--- config.mk ---
export PLATFORM = sky130hd
export DESIGN_NAME = hilo_div
export DESIGN_NICKNAME = d
export VERILOG_FILES = /design/src/rtl/hilo_div_pkg.sv /design/src/rtl/hilo_div_step.sv /design/src/rtl/hilo_div.sv
export SDC_FILE = /design/constraint.sdc
export NUM_CORES = 1
export LEC_CHECK = 0
export BUFFER_PORTS_ARGS = -buffer_cell sky130_fd_sc_hd__clkbuf_2
export CELL_PAD_IN_SITES_DETAIL_PLACEMENT = 1
export CELL_PAD_IN_SITES_GLOBAL_PLACEMENT = 2
export CORE_AREA = 8 8 234 169
export DETAILED_ROUTE_END_ITERATION = 6
export DIE_AREA = 0 0 242 177
export HOLD_SLACK_MARGIN = 0.05
export PLACE_DENSITY = 0.7
export REMOVE_ABC_BUFFERS = 1
export SETUP_SLACK_MARGIN = 0.2
export SYNTH_ARGS = -nofsm -noshare
export SYNTH_HDL_FRONTEND = slang
export SYNTH_SLANG_ARGS = --single-unit
--- constraint.sdc ---
create_clock -name clk -period 4.35 [get_ports clk]
set_clock_uncertainty 0.2 [all_clocks]
set_input_delay 0 -clock clk [delete_from_list [all_inputs] [get_ports clk]]
set_output_delay 0 -clock clk [all_outputs]
set_load 0.02 [all_outputs]
--- src/rtl/hilo_div_pkg.sv ---
// Shared definitions for the HI/LO iterative divider: state encoding and default width.
package hilo_div_pkg;

  localparam int DIV_WIDTH_DEFAULT = 32;

  typedef enum logic [1:0] {
    IDLE = 2'd0,
    ZERO = 2'd1,
    ON   = 2'd2,
    END  = 2'd3
  } div_state_t;

endpackage

--- src/rtl/hilo_div_step.sv ---
// One restoring-division step: shift in the next dividend bit, trial-subtract
// the divisor, and keep the difference only when it is non-negative.
module hilo_div_step #(
  parameter int WIDTH = 32
) (
  input  logic [WIDTH-1:0] rem,
  input  logic             in_bit,
  input  logic [WIDTH-1:0] divisor,
  output logic [WIDTH-1:0] rem_next,
  output logic             q_bit
);

  logic [WIDTH:0] shifted;
  logic [WIDTH:0] diff;

  // Trial subtraction; the extra top bit of diff is the borrow (negative result).
  always_comb begin
    shifted  = {rem, in_bit};
    diff     = shifted - {1'b0, divisor};
    q_bit    = ~diff[WIDTH];
    // Either branch is below the divisor, so it always fits in WIDTH bits.
    rem_next = q_bit ? diff[WIDTH-1:0] : shifted[WIDTH-1:0];
  end

endmodule

--- src/rtl/hilo_div.sv ---
// Iterative MIPS-style DIV/DIVU unit producing LO (quotient) and HI (remainder).
// One quotient bit per cycle on operand magnitudes; signs are applied on the way out.
module hilo_div
  import hilo_div_pkg::*;
#(
  parameter int WIDTH = DIV_WIDTH_DEFAULT
) (
  input  logic             clk,
  input  logic             rst,
  input  logic             start,
  input  logic             signed_div,
  input  logic             annul,
  input  logic [WIDTH-1:0] opdata1,
  input  logic [WIDTH-1:0] opdata2,
  output logic             busy,
  output logic             done,
  output logic [WIDTH-1:0] quotient,
  output logic [WIDTH-1:0] remainder,
  output logic             div_zero
);

  localparam int CW = $clog2(WIDTH) + 1;
  localparam logic [CW-1:0] LAST_STEP = CW'(WIDTH - 1);

  div_state_t state_reg, state_next;

  logic [CW-1:0]    cnt_reg;
  logic [WIDTH-1:0] rem_reg;   // partial remainder
  logic [WIDTH-1:0] dq_reg;    // dividend bits shift out the top, quotient bits shift in
  logic [WIDTH-1:0] dvs_reg;   // divisor magnitude
  logic             sdiv_reg;
  logic             s1_reg;
  logic             s2_reg;
  logic             zero_reg;

  logic             busy_reg;
  logic             done_reg;
  logic             div_zero_reg;
  logic [WIDTH-1:0] quotient_reg;
  logic [WIDTH-1:0] remainder_reg;

  logic             accept;
  logic [WIDTH-1:0] mag1;
  logic [WIDTH-1:0] mag2;
  logic [WIDTH-1:0] q_fix;
  logic [WIDTH-1:0] r_fix;
  logic [WIDTH-1:0] rem_step;
  logic             q_bit;

  hilo_div_step #(.WIDTH(WIDTH)) u_step (
    .rem      (rem_step_src()),
    .in_bit   (dq_reg[WIDTH-1]),
    .divisor  (dvs_reg),
    .rem_next (rem_step),
    .q_bit    (q_bit)
  );

  function automatic logic [WIDTH-1:0] rem_step_src();
    return rem_reg;
  endfunction

  // Operand magnitudes at capture and sign correction of the finished result.
  always_comb begin
    accept = (state_reg == IDLE) && start && !annul;
    mag1   = (signed_div && opdata1[WIDTH-1]) ? -opdata1 : opdata1;
    mag2   = (signed_div && opdata2[WIDTH-1]) ? -opdata2 : opdata2;
    // Most-negative / -1 falls out naturally: magnitude quotient wraps to itself.
    q_fix  = (sdiv_reg && (s1_reg ^ s2_reg)) ? -dq_reg : dq_reg;
    r_fix  = (sdiv_reg && s1_reg) ? -rem_reg : rem_reg;
  end

  // Next-state logic; annul aborts any in-flight operation.
  always_comb begin
    state_next = state_reg;
    case (state_reg)
      IDLE: if (accept) state_next = (opdata2 == '0) ? ZERO : ON;
      ZERO: state_next = annul ? IDLE : END;
      ON: begin
        if (annul)                     state_next = IDLE;
        else if (cnt_reg == LAST_STEP) state_next = END;
      end
      END:     state_next = IDLE;
      default: state_next = IDLE;
    endcase
  end

  // State register.
  always_ff @(posedge clk or negedge rst) begin
    if (!rst) state_reg <= IDLE;
    else      state_reg <= state_next;
  end

  // Operand capture and one restoring step per ON cycle.
  always_ff @(posedge clk or negedge rst) begin
    if (!rst) begin
      cnt_reg  <= '0;
      rem_reg  <= '0;
      dq_reg   <= '0;
      dvs_reg  <= '0;
      sdiv_reg <= 1'b0;
      s1_reg   <= 1'b0;
      s2_reg   <= 1'b0;
      zero_reg <= 1'b0;
    end else if (accept) begin
      cnt_reg  <= '0;
      rem_reg  <= '0;
      dq_reg   <= mag1;
      dvs_reg  <= mag2;
      sdiv_reg <= signed_div;
      s1_reg   <= signed_div & opdata1[WIDTH-1];
      s2_reg   <= signed_div & opdata2[WIDTH-1];
      zero_reg <= (opdata2 == '0);
    end else if (state_reg == ON && !annul) begin
      cnt_reg  <= cnt_reg + CW'(1);
      rem_reg  <= rem_step;
      dq_reg   <= {dq_reg[WIDTH-2:0], q_bit};
    end
  end

  // Registered status and HI/LO results, written only by a completed END.
  always_ff @(posedge clk or negedge rst) begin
    if (!rst) begin
      busy_reg      <= 1'b0;
      done_reg      <= 1'b0;
      div_zero_reg  <= 1'b0;
      quotient_reg  <= '0;
      remainder_reg <= '0;
    end else begin
      busy_reg <= (state_next != IDLE);
      done_reg <= (state_reg == END) && !annul;
      if (state_reg == END && !annul) begin
        div_zero_reg  <= zero_reg;
        quotient_reg  <= zero_reg ? '0 : q_fix;
        remainder_reg <= zero_reg ? '0 : r_fix;
      end
    end
  end

  assign busy      = busy_reg;
  assign done      = done_reg;
  assign quotient  = quotient_reg;
  assign remainder = remainder_reg;
  assign div_zero  = div_zero_reg;

endmodule

==> out/summary.txt, run 1 <==
Placed wire-length estimate - 28400 µm
Register area share after synthesis - 0.388
Post-synth cell types - 72
Global-route wire length before repair - 62700 µm
Synth async-reset ratio - 1.00
Sum Neg Setup Slack - 0 ns
Status - finished, final reports clean
Slew of the pin with the lowest slew margin - 1.09 ns
Sw Share - 0.341
Gpl congestion - 0.909
Iteration count of the initial detailed-routing pass - 5
Achievable Freq - 0.263 GHz
Flop pwr share - 0.403
Post-route cell area - 14200 µm²
Clock tree buffer depth - 2
Dominant cell type by area after synthesis - dfrtp_1
Post-synthesis area per instance - 8.53 µm²
CP Launch Type - input pin
Routed WL - 38700 µm
CTS tree - built
Via count - 10500
Finished Core Util - 0.392
Pin count of the biggest net entering global routing - 100
Crit path time final - 3.80 ns
Pint - 0.00316 W
Via density - 5.13
Synth warn - 0
Number of global-route vias before repair - 10800
Clk network pwr share - 0.334
Final setup margin - 0.551 ns
Cell leakage power - 6.17 nW
GRT Residual Overflow - 0
Iter 0 DRT Violations - 705
Crit path DAT - 3.89 ns
CTS root buf - clkbuf_16
Clock transition at the registers of the reported paths - 0.07 ns
Most frequent cells in the layout - o21ai_0, nand2_1, dfrtp_1
Routed len/inst - 19.0 µm
Area grow syn2layout - 25.7%
Worst EP required - 4.44 ns
Switch Pwr - 0.00164 W
Share of cells above drive strength 1 - 0.129
Core ar. - 36200 µm²
Fin crit share - 0.873
# IOs - 136
MaxCap Viol Count - 0
Share of the synthesized area in the top cell type - 0.388
PwrDens - 338 nW/µm²
Worst rel slew slack - 0.270
Largest cells by area after synthesis - dfrtp_1, o21ai_0, xnor2_1
CP Capture Type - flip-flop
Leading cell type in the layout, fill and taps excluded - o21ai_0
Post-route ant nets - 0
Clk_lat worst skew - 0.45 ns
Tot Pwr - 0.00480 W
H-tree levels - 4
Final count of hold timing violations - 0
Post-synth EDFFs - 0
Place WS - 0.601 ns
Post-CTS Repair Setup Buffers - 0
DRC errors left - 0
TritonCTS Buffers - 17
Critical path type - input pin to flip-flop
Cell Area, Synth - 11300 µm²
Die H - 177 µm
Port Buf Inserts - 135
Fin. max-slew vios - 0
Gr usage total - 0.182
#FFs+latches synth - 175
Resize count post-CTS - 0
FP Rows - 59
Worst hold path class - input pin to flip-flop
VDD IR max - 0.000271 V
Comb power frac - 0.263
Number of sinks on the clock net - 175
Ys flop type - dfrtp_1
Crit-path max FO - 4
Final layout net count - 1642
Ant. Diodes - 0
RSZ-0062 raised after global routing - no
Post-Synthesis Cells - 1323
Initial Util - 0.312
Final setup violation count - 0
Die area - 42800 µm²
Initial antenna violation count - 0
Die X - 242 µm
DP Area - 12400 µm²
## worst paths after layout
path / start / end / slack (ns) / cells past startpoint
worst max-delay path: opdata1[4] / dq_reg[30] / 0.55 / 12
max in group asynchronous: rst / quotient[5] / 2.22 / 4
worst min register to register: remainder[16] / remainder[16] / 0.28 / 2
min in group asynchronous: rst / quotient[2] / 0.55 / 3
worst min-delay path: annul / state_reg[1] / 0.18 / 3
worst max register to register: dq_reg[31] / rem_reg[5] / 0.59 / 13
## area by class of cell
| class | count | area (µm²) |
|---|---|---|
| Fill cell | 4281 | 22000 |
| Sequential cell | 175 | 4380 |
| Inverter | 54 | 203 |
| Multi-Input combinational cell | 1025 | 6440 |
| Clock inverter | 13 | 155 |
| Tap cell | 488 | 611 |
| Clock buffer | 19 | 443 |
| Timing Repair Buffer | 262 | 1960 |
## per-stage QoR
step | instances | hold WS (ns)
after CTS | 2036 | 0.144
after detailed placement | 1885 | -0.0230
after floorplan | 1254 | -0.496
after global placement | 1885 | -0.0420
after global routing | 2036 | 0.167
final | 2036 | 0.181
## power groups by stage
stage	clock network, W	logic (W)	registers [W]
3_3_place_gp	0	0.00113	0.00196
5_1_grt	0.00172	0.00141	0.00196
3_5_place_dp	0	0.00114	0.00196
2_1_floorplan	0	0.000764	0.00191
6_report	0.00160	0.00126	0.00194
4_1_cts	0.00166	0.00126	0.00193
## cells in the mapped netlist (all sizes together), types with 9 or more instances
master	count
o21ai	199
nand2	180
dfrtp	175
nor2	89
xnor2	77
a21oi	72
xor2	68
clkbuf	63
inv	54
ha	37
a22oi	31
nor3	27
mux2i	25
o31ai	25
nand3	19
a21o	17
nor4	15
or3	14
a211oi	12
nand2b	9
nand4	9
o41ai	9
or4	9
## worst max-delay path, stage by stage
cell and delay [ns]:
dlygate4sd3_1 0.54, clkbuf_2 0.15, nor4_4 0.37, nand3_1 0.21
or4_4 0.56, nor3_1 0.47, nand2_1 0.13, nor4_1 0.46
a21oi_1 0.18, xnor2_1 0.18, dlygate4sd3_1 0.56, o21ai_0 0.06
## repair_timing
action / in CTS / in global routing
hold buffers: 119 / 0
hold endpoints to repair: 160 / 0
endpoints found under the setup margin: 0 / 0
## logic make-up (layout without fill, tap and decap cells)
family,Yosys count,in the layout,share of synthesized area
XOR/XNOR,145,145,0.113
buffers and inverters,123,348,0.0428
adder cells (fa/ha/maj),38,38,0.0428
multiplexers,26,26,0.0232
AND/OR/NAND/NOR,404,404,0.170
AO/OA/AOI/OAI,412,412,0.221
flip-flops,175,175,0.388
## routing by layer
layer / up-vias / wire (µm) / GRT usage
met2: 203 / 15400 / 0.255
met4: 0 / 371 / 0.0394
met5: - / 0 / 0
met3: 23 / 1600 / 0.0329
met1: 5118 / 21300 / 0.285
li1: 5110 / - / -
(Power assumes the default switching activity.)
==> inputs of run 2 (changes only) <==
--- a/config.mk
+++ b/config.mk
@@ -7,12 +7,12 @@
 export LEC_CHECK = 0
 export BUFFER_PORTS_ARGS = -buffer_cell sky130_fd_sc_hd__clkbuf_2
 export CELL_PAD_IN_SITES_DETAIL_PLACEMENT = 1
-export CELL_PAD_IN_SITES_GLOBAL_PLACEMENT = 2
+export CELL_PAD_IN_SITES_GLOBAL_PLACEMENT = 1
 export CORE_AREA = 8 8 234 169
 export DETAILED_ROUTE_END_ITERATION = 6
 export DIE_AREA = 0 0 242 177
 export HOLD_SLACK_MARGIN = 0.05
-export PLACE_DENSITY = 0.7
+export PLACE_DENSITY = 0.58
 export REMOVE_ABC_BUFFERS = 1
 export SETUP_SLACK_MARGIN = 0.2
 export SYNTH_ARGS = -nofsm -noshare
==> out/summary.txt, run 2 (synthesis results as in run 1) <==
Placed wire-length estimate - 28700 µm (+1.0%)
Worst hold path class - input pin to async pin
Port Buf Inserts - 135 (unchanged)
Clock transition at the registers of the reported paths - 0.07 ns (about the same)
Share of cells above drive strength 1 - 0.130 (+0.000898)
CTS root buf - clkbuf_16
Routed len/inst - 19.2 µm (+0.98%)
Crit path DAT - 3.93 ns (+0.04 ns)
Post-route ant nets - 0 (unchanged)
GRT Residual Overflow - 0 (unchanged)
Final layout net count - 1639 (-0.18%)
Leading cell type in the layout, fill and taps excluded - o21ai_0
Status - finished, final reports clean
Routed WL - 39000 µm (+0.88%)
Iteration count of the initial detailed-routing pass - 5 (unchanged)
Global-route wire length before repair - 62900 µm (+0.45%)
Post-route cell area - 14200 µm² (+0.15%)
Initial antenna violation count - 2 (+2)
PwrDens - 349 nW/µm² (+3.1%)
R2r endpoint - rem_reg[5]
Fill count - 4252 (-0.68%)
Die H - 177 µm (unchanged)
Via density - 5.09 (-0.77%)
Resize count post-CTS - 0 (unchanged)
Pin count of the biggest net entering global routing - 100 (unchanged)
Most frequent cells in the layout - o21ai_0, nand2_1, dfrtp_1
CP Launch Type - flip-flop
Crit path time final - 3.77 ns (-0.0311 ns)
Iter 0 DRT Violations - 569 (-19%)
Worst rel slew slack - 0.242 (-0.0278)
R2r startpoint - dvs_reg[0]
Sum Neg Setup Slack - 0 ns (unchanged)
Via count - 10400 (-0.87%)
Critical path type - flip-flop to flip-flop
Area grow syn2layout - 25.9%
CP Capture Type - flip-flop
Gpl congestion - 0.917 (+0.84%)
H-tree levels - 4 (unchanged)
Post-CTS Repair Setup Buffers - 0 (unchanged)
VDD IR max - 0.000292 V (+7.7%)
Achievable Freq - 0.265 GHz (+0.83%)
MaxCap Viol Count - 0 (unchanged)
Cell leakage power - 6.18 nW (+0.17%)
Slew of the pin with the lowest slew margin - 1.13 ns (+0.0416 ns)
Initial Util - 0.312 (unchanged)
RSZ-0062 raised after global routing - no
Number of sinks on the clock net - 175 (unchanged)
Fin. max-slew vios - 0 (unchanged)
Gr usage total - 0.183 (+0.000811)
CTS tree - built
Core ar. - 36200 µm² (unchanged)
# IOs - 136 (unchanged)
Clock tree buffer depth - 2 (unchanged)
Worst EP required - 4.51 ns (+0.07 ns)
DP Area - 12400 µm² (about the same)
TritonCTS Buffers - 17 (unchanged)
Die X - 242 µm (unchanged)
Final count of hold timing violations - 0 (unchanged)
Clk_lat worst skew - 0.45 ns (about the same)
Crit-path max FO - 32 (+28)
Die area - 42800 µm² (unchanged)
DRC errors left - 0 (unchanged)
Final setup violation count - 0 (unchanged)
FP Rows - 59 (unchanged)
R2r worst-path depth - 12 (-1)
Setup slack, reg-to-reg - 0.58 ns (about the same)
Fin crit share - 0.866 (-0.00715)
Hold buffers post-CTS - 115 (-3.4%)
Number of global-route vias before repair - 10700 (-1.5%)
run 2: cell count changes in the layout (fill, tap and decap cells not counted), sizes merged:
cell,change
dlygate4sd3,-4
diode,+1
buf,+1
clkbuf,-1
inv,-2
bufinv,+3
run 2: power breakdown:
group	switching [W]	total, W	internal (W)
logic	0.000742	0.00126	0.000521
registers	0.000173	0.00194	0.00176
clock network	0.000723	0.00175	0.00103
total	0.00164	0.00495	0.00332
run 2: final cells by class:
cell class | count | area (µm²) | area share
Clock buffer | 18 | 429 | 0.0302
Tap cell | 488 | 611 | 0.0430
Antenna cell | 1 | 2.50 | 0.000176
Clock inverter | 14 | 233 | 0.0164
Sequential cell | 175 | 4380 | 0.308
Multi-Input combinational cell | 1025 | 6440 | 0.453
Timing Repair Buffer | 259 | 1910 | 0.135
Inverter | 54 | 203 | 0.0143
run 2: worst max path at each step:
stage	from	end	cells past startpoint
final	dvs_reg[0]	rem_reg[5]	12
after global routing	dvs_reg[0]	rem_reg[5]	12
after CTS	dq_reg[31]	rem_reg[5]	13
after detailed placement	dq_reg[31]	rem_reg[5]	13
after global placement	dq_reg[31]	rem_reg[5]	13
after floorplan	dvs_reg[0]	rem_reg[5]	11
run 2: critical path, stage by stage, from the launching register on:
cell	delay, ns
dfrtp_1	0.39
ha_1	0.24
fa_1	0.39
nand2b_1	0.21
a21oi_2	0.15
o2111ai_1	0.24
a2111oi_2	0.41
nor2_1	0.10
or3_1	0.39
and3b_1	0.17
buf_4	0.28
mux2_1	0.37
o21ai_1	0.11
run 2: stage by stage:
stage | cells | utilization | hold slack [ns] | total power [W] | setup slack [ns]
finish | 2034 | 0.393 | 0.00360 | 0.00495 | 0.582
global route | 2034 | 0.393 | 0.104 | 0.00522 | 0.326
CTS | 2033 | 0.393 | 0.0955 | 0.00500 | 0.585
detailed placement | 1886 | 0.343 | 0.0267 | 0.00312 | 0.608
global placement | 1886 | 0.343 | 0.00826 | 0.00310 | 0.672
floorplan | 1254 | - | -0.496 | 0.00268 | 0.519
run 2: metal layers:
metal  routed length [µm]  track usage
met4                  344       0.0376
met5                    0            0
met2                15700        0.256
met3                 1440       0.0317
met1                21600        0.287
